--- config.mk ---
export PLATFORM = sky130hd
export DESIGN_NAME = conv_out_requant
export DESIGN_NICKNAME = d
export VERILOG_FILES = /design/src/rtl/conv_out_requant_pkg.sv /design/src/rtl/conv_out_requant_sync_fifo.sv /design/src/rtl/conv_out_requant.sv
export SDC_FILE = /design/constraint.sdc
export NUM_CORES = 1
export LEC_CHECK = 0
export CAP_MARGIN = 5
export CORE_UTILIZATION = 65
export DETAILED_ROUTE_END_ITERATION = 10
export DONT_BUFFER_PORTS = 1
export HOLD_SLACK_MARGIN = 0.03
export PLACE_DENSITY = 0.81
export SYNTH_ARGS = -nofsm -noshare
export SYNTH_HDL_FRONTEND = slang
export SYNTH_SLANG_ARGS = --single-unit
--- constraint.sdc ---
create_clock -name i_clk -period 8.7 [get_ports i_clk]
set_input_delay 2.61 -clock i_clk [delete_from_list [all_inputs] [get_ports i_clk]]
set_output_delay 2.61 -clock i_clk [all_outputs]
set_load 0.005 [all_outputs]
--- src/rtl/conv_out_requant_pkg.sv ---
// Shared constants, helpers and FIFO entry layout for the conv output path.
package conv_pkg;

  localparam int INT8_MAX    = 127;
  localparam int INT8_MIN    = -128;
  localparam int TAG_FIELD_W = 8;

  // One buffered result; tag fields are sized for output sides up to 256.
  typedef struct packed {
    logic [7:0]             data;
    logic [TAG_FIELD_W-1:0] row;
    logic [TAG_FIELD_W-1:0] col;
    logic                   last;
  } fifo_entry_t;

  localparam int FIFO_ENTRY_W = $bits(fifo_entry_t);

  function automatic int out_size(input int fm, input int k, input int s);
    return (fm - k) / s + 1;
  endfunction

  function automatic int tag_width(input int n);
    return (n > 1) ? $clog2(n) : 1;
  endfunction

endpackage

--- src/rtl/conv_out_requant_sync_fifo.sv ---
// Synchronous FIFO with occupancy count; simultaneous read+write allowed when full.
module sync_fifo #(
  parameter  int WIDTH = 8,
  parameter  int DEPTH = 16,
  localparam int AW    = $clog2(DEPTH)
) (
  input  logic             i_clk,
  input  logic             i_rst_n,
  input  logic             i_wr_en,
  input  logic [WIDTH-1:0] i_wr_data,
  input  logic             i_rd_en,
  output logic [WIDTH-1:0] o_rd_data,
  output logic             o_full,
  output logic             o_empty
);

  logic [WIDTH-1:0] r_mem [DEPTH];
  logic [AW-1:0]    r_wr_ptr;
  logic [AW-1:0]    r_rd_ptr;
  logic [AW:0]      r_count;
  logic             w_wr;
  logic             w_rd;

  assign o_full  = (r_count == (AW+1)'(DEPTH));
  assign o_empty = (r_count == '0);
  assign w_rd    = i_rd_en & ~o_empty;
  assign w_wr    = i_wr_en & (~o_full | w_rd);

  // Head is forced to zero when empty so outputs read 0 after reset.
  assign o_rd_data = o_empty ? '0 : r_mem[r_rd_ptr];

  // Storage array, no reset needed since the head is masked when empty.
  always_ff @(posedge i_clk) begin
    if (w_wr) r_mem[r_wr_ptr] <= i_wr_data;
  end

  // Pointer and occupancy bookkeeping.
  always_ff @(posedge i_clk) begin
    if (!i_rst_n) begin
      r_wr_ptr <= '0;
      r_rd_ptr <= '0;
      r_count  <= '0;
    end else begin
      if (w_wr) r_wr_ptr <= r_wr_ptr + AW'(1);
      if (w_rd) r_rd_ptr <= r_rd_ptr + AW'(1);
      case ({w_wr, w_rd})
        2'b10:   r_count <= r_count + (AW+1)'(1);
        2'b01:   r_count <= r_count - (AW+1)'(1);
        default: r_count <= r_count;
      endcase
    end
  end

endmodule

--- src/rtl/conv_out_requant.sv ---
// Requantizes the PE accumulator stream to int8, tags position, buffers results.
module conv_out_requant
  import conv_pkg::*;
#(
  parameter  int FM_SIZE     = 2,
  parameter  int KERNEL_SIZE = 1,
  parameter  int STRIDE      = 1,
  parameter  int OUT_SIZE    = out_size(FM_SIZE, KERNEL_SIZE, STRIDE),
  parameter  int FIFO_DEPTH  = 16,
  localparam int TAG_W       = tag_width(OUT_SIZE)
) (
  input  logic               i_clk,
  input  logic               i_rst_n,
  input  logic               i_frame_start,
  input  logic               i_pe_en,
  input  logic signed [47:0] i_pe_p,
  input  logic signed [31:0] i_bias,
  input  logic [5:0]         i_shift,
  input  logic               i_relu,
  output logic               o_valid,
  input  logic               i_ready,
  output logic signed [7:0]  o_data,
  output logic [TAG_W-1:0]   o_row,
  output logic [TAG_W-1:0]   o_col,
  output logic               o_last,
  output logic               o_overflow
);

  localparam logic [TAG_W-1:0] LAST_IDX = TAG_W'(OUT_SIZE - 1);

  logic [TAG_W-1:0]   r_row, r_col;
  logic [TAG_W-1:0]   w_cur_row, w_cur_col, w_nxt_row, w_nxt_col;

  logic               r_s1_vld;
  logic signed [47:0] r_s1_p;
  logic [TAG_W-1:0]   r_s1_row, r_s1_col;
  logic               r_s1_last;

  logic               r_s2_vld;
  logic signed [49:0] r_s2_rnd;
  logic [TAG_W-1:0]   r_s2_row, r_s2_col;
  logic               r_s2_last;

  logic signed [48:0] w_sum;
  logic signed [49:0] w_rnd_inc;
  logic signed [49:0] w_rnd;
  logic signed [49:0] w_q;
  logic signed [7:0]  w_sat;

  fifo_entry_t        w_wr_entry;
  fifo_entry_t        w_head;
  logic               w_full, w_empty, w_rd;
  logic               r_overflow;
  logic               w_unused_tag_msbs;

  // Frame start overrides the counters so a coincident sample is tagged (0,0).
  always_comb begin
    w_cur_row = i_frame_start ? '0 : r_row;
    w_cur_col = i_frame_start ? '0 : r_col;
    w_nxt_row = w_cur_row;
    w_nxt_col = w_cur_col + TAG_W'(1);
    if (w_cur_col == LAST_IDX) begin
      w_nxt_col = '0;
      w_nxt_row = (w_cur_row == LAST_IDX) ? '0 : w_cur_row + TAG_W'(1);
    end
  end

  // Position counters advance on every PE sample, dropped or not.
  always_ff @(posedge i_clk) begin
    if (!i_rst_n) begin
      r_row <= '0;
      r_col <= '0;
    end else if (i_pe_en) begin
      r_row <= w_nxt_row;
      r_col <= w_nxt_col;
    end else if (i_frame_start) begin
      r_row <= '0;
      r_col <= '0;
    end
  end

  // S1: capture accumulator and its tag.
  always_ff @(posedge i_clk) begin
    if (!i_rst_n) begin
      r_s1_vld  <= 1'b0;
      r_s1_p    <= '0;
      r_s1_row  <= '0;
      r_s1_col  <= '0;
      r_s1_last <= 1'b0;
    end else begin
      r_s1_vld  <= i_pe_en;
      r_s1_p    <= i_pe_p;
      r_s1_row  <= w_cur_row;
      r_s1_col  <= w_cur_col;
      r_s1_last <= (w_cur_row == LAST_IDX) && (w_cur_col == LAST_IDX);
    end
  end

  // S2 combinational: bias add and round-half-up offset.
  always_comb begin
    w_sum     = 49'(r_s1_p) + 49'(i_bias);
    w_rnd_inc = (i_shift != 6'd0) ? (50'd1 << (i_shift - 6'd1)) : '0;
    w_rnd     = 50'(w_sum) + w_rnd_inc;
  end

  // S2 register.
  always_ff @(posedge i_clk) begin
    if (!i_rst_n) begin
      r_s2_vld  <= 1'b0;
      r_s2_rnd  <= '0;
      r_s2_row  <= '0;
      r_s2_col  <= '0;
      r_s2_last <= 1'b0;
    end else begin
      r_s2_vld  <= r_s1_vld;
      r_s2_rnd  <= w_rnd;
      r_s2_row  <= r_s1_row;
      r_s2_col  <= r_s1_col;
      r_s2_last <= r_s1_last;
    end
  end

  // S3: arithmetic shift, optional ReLU, saturate to int8 and form FIFO entry.
  always_comb begin
    w_q = r_s2_rnd >>> i_shift;
    if (i_relu && (w_q < 50'sd0))     w_sat = 8'sd0;
    else if (w_q > 50'(INT8_MAX))     w_sat = 8'(INT8_MAX);
    else if (w_q < 50'(INT8_MIN))     w_sat = 8'(INT8_MIN);
    else                              w_sat = w_q[7:0];
    w_wr_entry.data = w_sat;
    w_wr_entry.row  = TAG_FIELD_W'(r_s2_row);
    w_wr_entry.col  = TAG_FIELD_W'(r_s2_col);
    w_wr_entry.last = r_s2_last;
  end

  assign w_rd = o_valid & i_ready;

  sync_fifo #(
    .WIDTH(FIFO_ENTRY_W),
    .DEPTH(FIFO_DEPTH)
  ) u_fifo (
    .i_clk    (i_clk),
    .i_rst_n  (i_rst_n),
    .i_wr_en  (r_s2_vld),
    .i_wr_data(w_wr_entry),
    .i_rd_en  (w_rd),
    .o_rd_data(w_head),
    .o_full   (w_full),
    .o_empty  (w_empty)
  );

  // Sticky loss flag: a write arrived while full with no room made by a read.
  always_ff @(posedge i_clk) begin
    if (!i_rst_n)                            r_overflow <= 1'b0;
    else if (r_s2_vld && w_full && !w_rd)    r_overflow <= 1'b1;
  end

  assign o_valid           = ~w_empty;
  assign o_data            = w_head.data;
  assign o_row             = w_head.row[TAG_W-1:0];
  assign o_col             = w_head.col[TAG_W-1:0];
  assign o_last            = w_head.last;
  assign o_overflow        = r_overflow;
  assign w_unused_tag_msbs = ^{w_head.row, w_head.col};

endmodule

==> results by group <==
Drt
  – Via Count: roughly 13000
  – Wire per inst: between 20 and 30 um
  – Routed Antenna Nets: 0
  – Pre-antenna DRT Iters: 6
  – WL final: 47.5 mm
  – DRC errors left: 0
  – Via-to-Cell Ratio: roughly 6.8
  – Drt initial violations: 1554

Power and ir drop
  – Pleak: between 7 and 8 nW
  – P per Cell Area: 209 mW/mm^2
  – Worst VDD drop: around 0.16 mV

Timing
  – Final setup violating endpoints: 0
  – Final setup TNS: 0 ns
  – Worst-margin pin slew: 1.27 ns
  – Count of pins over their slew limit: 0
  – Slew headroom: approximately 15%
  – Minimum clock period: roughly 6.7 ns
  – Clk_skew: approximately 0.015 ns
  – Fin. Hold Viols: 0
  – RSZ-0062 raised after global routing: false
  – Peak Freq: 0.150 GHz
  – Final Cycle Share: 76.6%

Yosys
  – Synth area leader: edfxtp_1
  – Number of flops mapped to enable cells by yosys: 176
  – Largest family of logic cells by synthesized area: multiplexers
  – Mux cell area share after synthesis: around 18%
  – Asr flop ratio synth: 0%
  – Post-synth cell types: around 80
  – Predominant post-synthesis flop cell: edfxtp_1
  – Synth top area share: 29.1%
  – Xor and xnor area share after synthesis: 2.37%
  – Simple-gate share of the synthesized area: between 10% and 20%
  – Synth Cell Area: ~0.018 sq mm
  – Post-synthesis adder-cell area fraction: about 9.7%
  – Post-synthesis sequential area ratio: 43.0%
  – Compound-Gate Fraction of Synth Area: 10.0%
  – Synth area leaders: edfxtp_1, dfxtp_1, mux4_2
  – Gate Count Post-Synth: 1520
  – #FFs+latches synth: 302
  – Post-synth net total: 1722
  – Synth warn: 0
  – Avg Inst Size Synth: 11.9 sq um

Critical path
  – Worst path buffer plus inverter count: 1
  – CP Depth: 15
  – Crit-path max cell delay: approximately 0.64 ns
  – Crit path top cell by count: nor2_1
  – Critical Path RT: 9.15 ns
  – Slowest stage cell on the critical path: nor2_1
  – Worst Setup SP: i_shift[3]
  – Crit path max-delay family: compound AO/OA/AOI/OAI gates
  – Nature of the critical path endpoint: register
  – Crit path to: r_s2_rnd[42]
  – Crit path cell chain: inv_1, nor2_1, nand2_1, nor2_1, fa_1, ha_1, a21oi_1, o21ai_0, a2111oi_0, nand4b_1, a41oi_1, o31ai_1, a211oi_1, o21bai_1, mux2i_1
  – Internal reg-to-reg setup slack: 4.34 ns
  – Worst r2r path cells: 10
  – Reg2reg end: u_fifo.r_mem[7][5]
  – WP data arrival: 7.11 ns
  – Critical path class: primary input to register
  – Critical path fanouts, max: 37
  – Worst setup SP type: primary input
  – FF-to-FF Start: r_s2_rnd[49]

Clock tree
  – Clock Tree Buf Depth: 3
  – TritonCTS clock tree: done
  – CTS Buf Count: 29
  – Clock-pin transition on the worst setup and hold timing paths: 0.06 ns
  – Hold Buf Count CTS: 0
  – Clk_lat worst skew: 0.57 ns
  – Clk sinks: 302
  – Clock root buffer: clkbuf_16
  – CTS H-tree lvls: 1
  – Resize count post-CTS: 0
  – Post-CTS Repair Setup Buffers: 0

Place
  – Port bufs: 0
  – Cell Area, Placed: around 0.018 sq mm
  – Detailed-placement wirelength estimate: 32.8 mm
  – GPL Wtd Cong: 1.02

GRT
  – Total gr overflow: 0
  – Vias in the first global route: 12366
  – Initial antenna violation count: 0
  – Gr usage total: about a third
  – First-pass GRT wire length: 72.6 mm
  – Largest net degree at the start of global routing: 128

Floorplan
  – Boundary Pins: 105
  – Placeable Area: 0.0272 sq mm
  – Initial Utilization: 66.8%
  – Die W: 169 um
  – Die Y: between 150 and 200 um
  – Std-Cell Rows: 60
  – Die Area: 0.0286 sq mm

Final layout
  – Synthesis-to-layout area growth: 6.24%
  – Final instance area: just under 0.02 sq mm
  – Share of cells above drive strength 1: 14.4%
  – Inserted Diodes: 0
  – Layout Nets: 1683

Run status
  – Status: finished clean

Worst hold path
  – Hold Crit Class: register to register
  – Min-Delay Startpoint: r_s1_last

Run
  – Max cap viols: 0
-- cells by family after synthesis --
logic type	Yosys count
simple gates	472
flops	302
mux	186
buf+inv	137
compound gates	264
fa+ha+maj	110
xor+xnor	49
-- synth_stat cells (11+ instances only) --
cell type  count
inv_1         44
o21bai_1      18
nor2b_1       28
fa_1          51
nand2b_1      16
edfxtp_1     176
nor2_1       101
buf_1         13
a211oi_1      18
xnor2_1       37
a21oi_1       63
o21ai_0       39
nand2_1       95
dfxtp_1      126
xor2_1        12
mux4_2       103
ha_1          59
nor3_1        36
and2_1       113
buf_2         11
nand4_1       13
clkbuf_1      53
nand3_1       25
mux2i_1       50
a21o_1        29
mux2_2        28
o21a_1        12
-- how the worst min path moves through the flow --
stage / end / slack [ns] / cells after the start
floorplan: r_s2_col / 0.41 / 1
global placement: r_s2_last / 0.42 / 1
detailed placement: r_s2_last / 0.42 / 1
CTS: r_s2_last / 0.43 / 1
global route: r_s2_last / 0.45 / 1
finish: r_s2_last / 0.43 / 1
-- per-layer routing --
| metal | global-route usage (%) | wire length (um) | vias up |
|---|---|---|---|
| met5 | 0 | 0 | - |
| met4 | 12.1 | 1690 | 0 |
| met3 | 6.69 | 4700 | 118 |
| met2 | 52.7 | 21700 | 776 |
| met1 | 48.2 | 19400 | 6197 |
| li1 | - | - | 5594 |
-- area by class of cell --
class | instances | area [sq um]
Multi-Input combinational cell | 1081 | 9700
Sequential cell | 302 | 7810
Timing Repair Buffer | 21 | 158
Fill cell | 1936 | 7900
Tap cell | 372 | 465
Clock inverter | 7 | 55.1
Inverter | 46 | 178
Clock buffer | 47 | 910
-- per-stage QoR --
step	setup slack, ns	cells	hold slack [ns]	total power, mW	util [%]
final	2.04	1876	0.430	4.02	70.9
after global routing	1.60	1876	0.451	4.18	70.9
after CTS	2.10	1876	0.431	4.02	70.9
after detailed placement	1.51	1822	0.417	2.76	67.4
after global placement	1.72	1822	0.418	2.73	67.4
after floorplan	1.31	1520	0.412	2.53	-
-- cell usage in the layout, fill, tap and decap left out, drive strengths merged, types with 28 or more instances in the layout --
cell / n
a21o: 29
a21oi: 63
and2: 113
clkbuf: 47
dfxtp: 126
edfxtp: 176
fa: 51
ha: 59
inv: 49
mux2: 29
mux2i: 50
mux4: 107
nand2: 95
nor2: 101
nor2b: 28
nor3: 37
o21ai: 41
xnor2: 37
-- sequential cells by signal, summed over array words and instances, names as in the netlist, 4 cells and up, named ones only --
register,cells
u_fifo.r_mem,176
u_fifo.r_count,5
r_s2_rnd,50
r_s1_p,48
u_fifo.r_rd_ptr,4
u_fifo.r_wr_ptr,4
-- power by group --
group | switching (mW) | total [mW] | leakage, nW | internal (mW)
combinational | 0.596 | 1.09 | 4.11 | 0.492
sequential | 0.0703 | 1.68 | 2.65 | 1.61
clock | 0.537 | 1.25 | 0.489 | 0.717
Note: power is estimated with default switching activity, not from simulation.
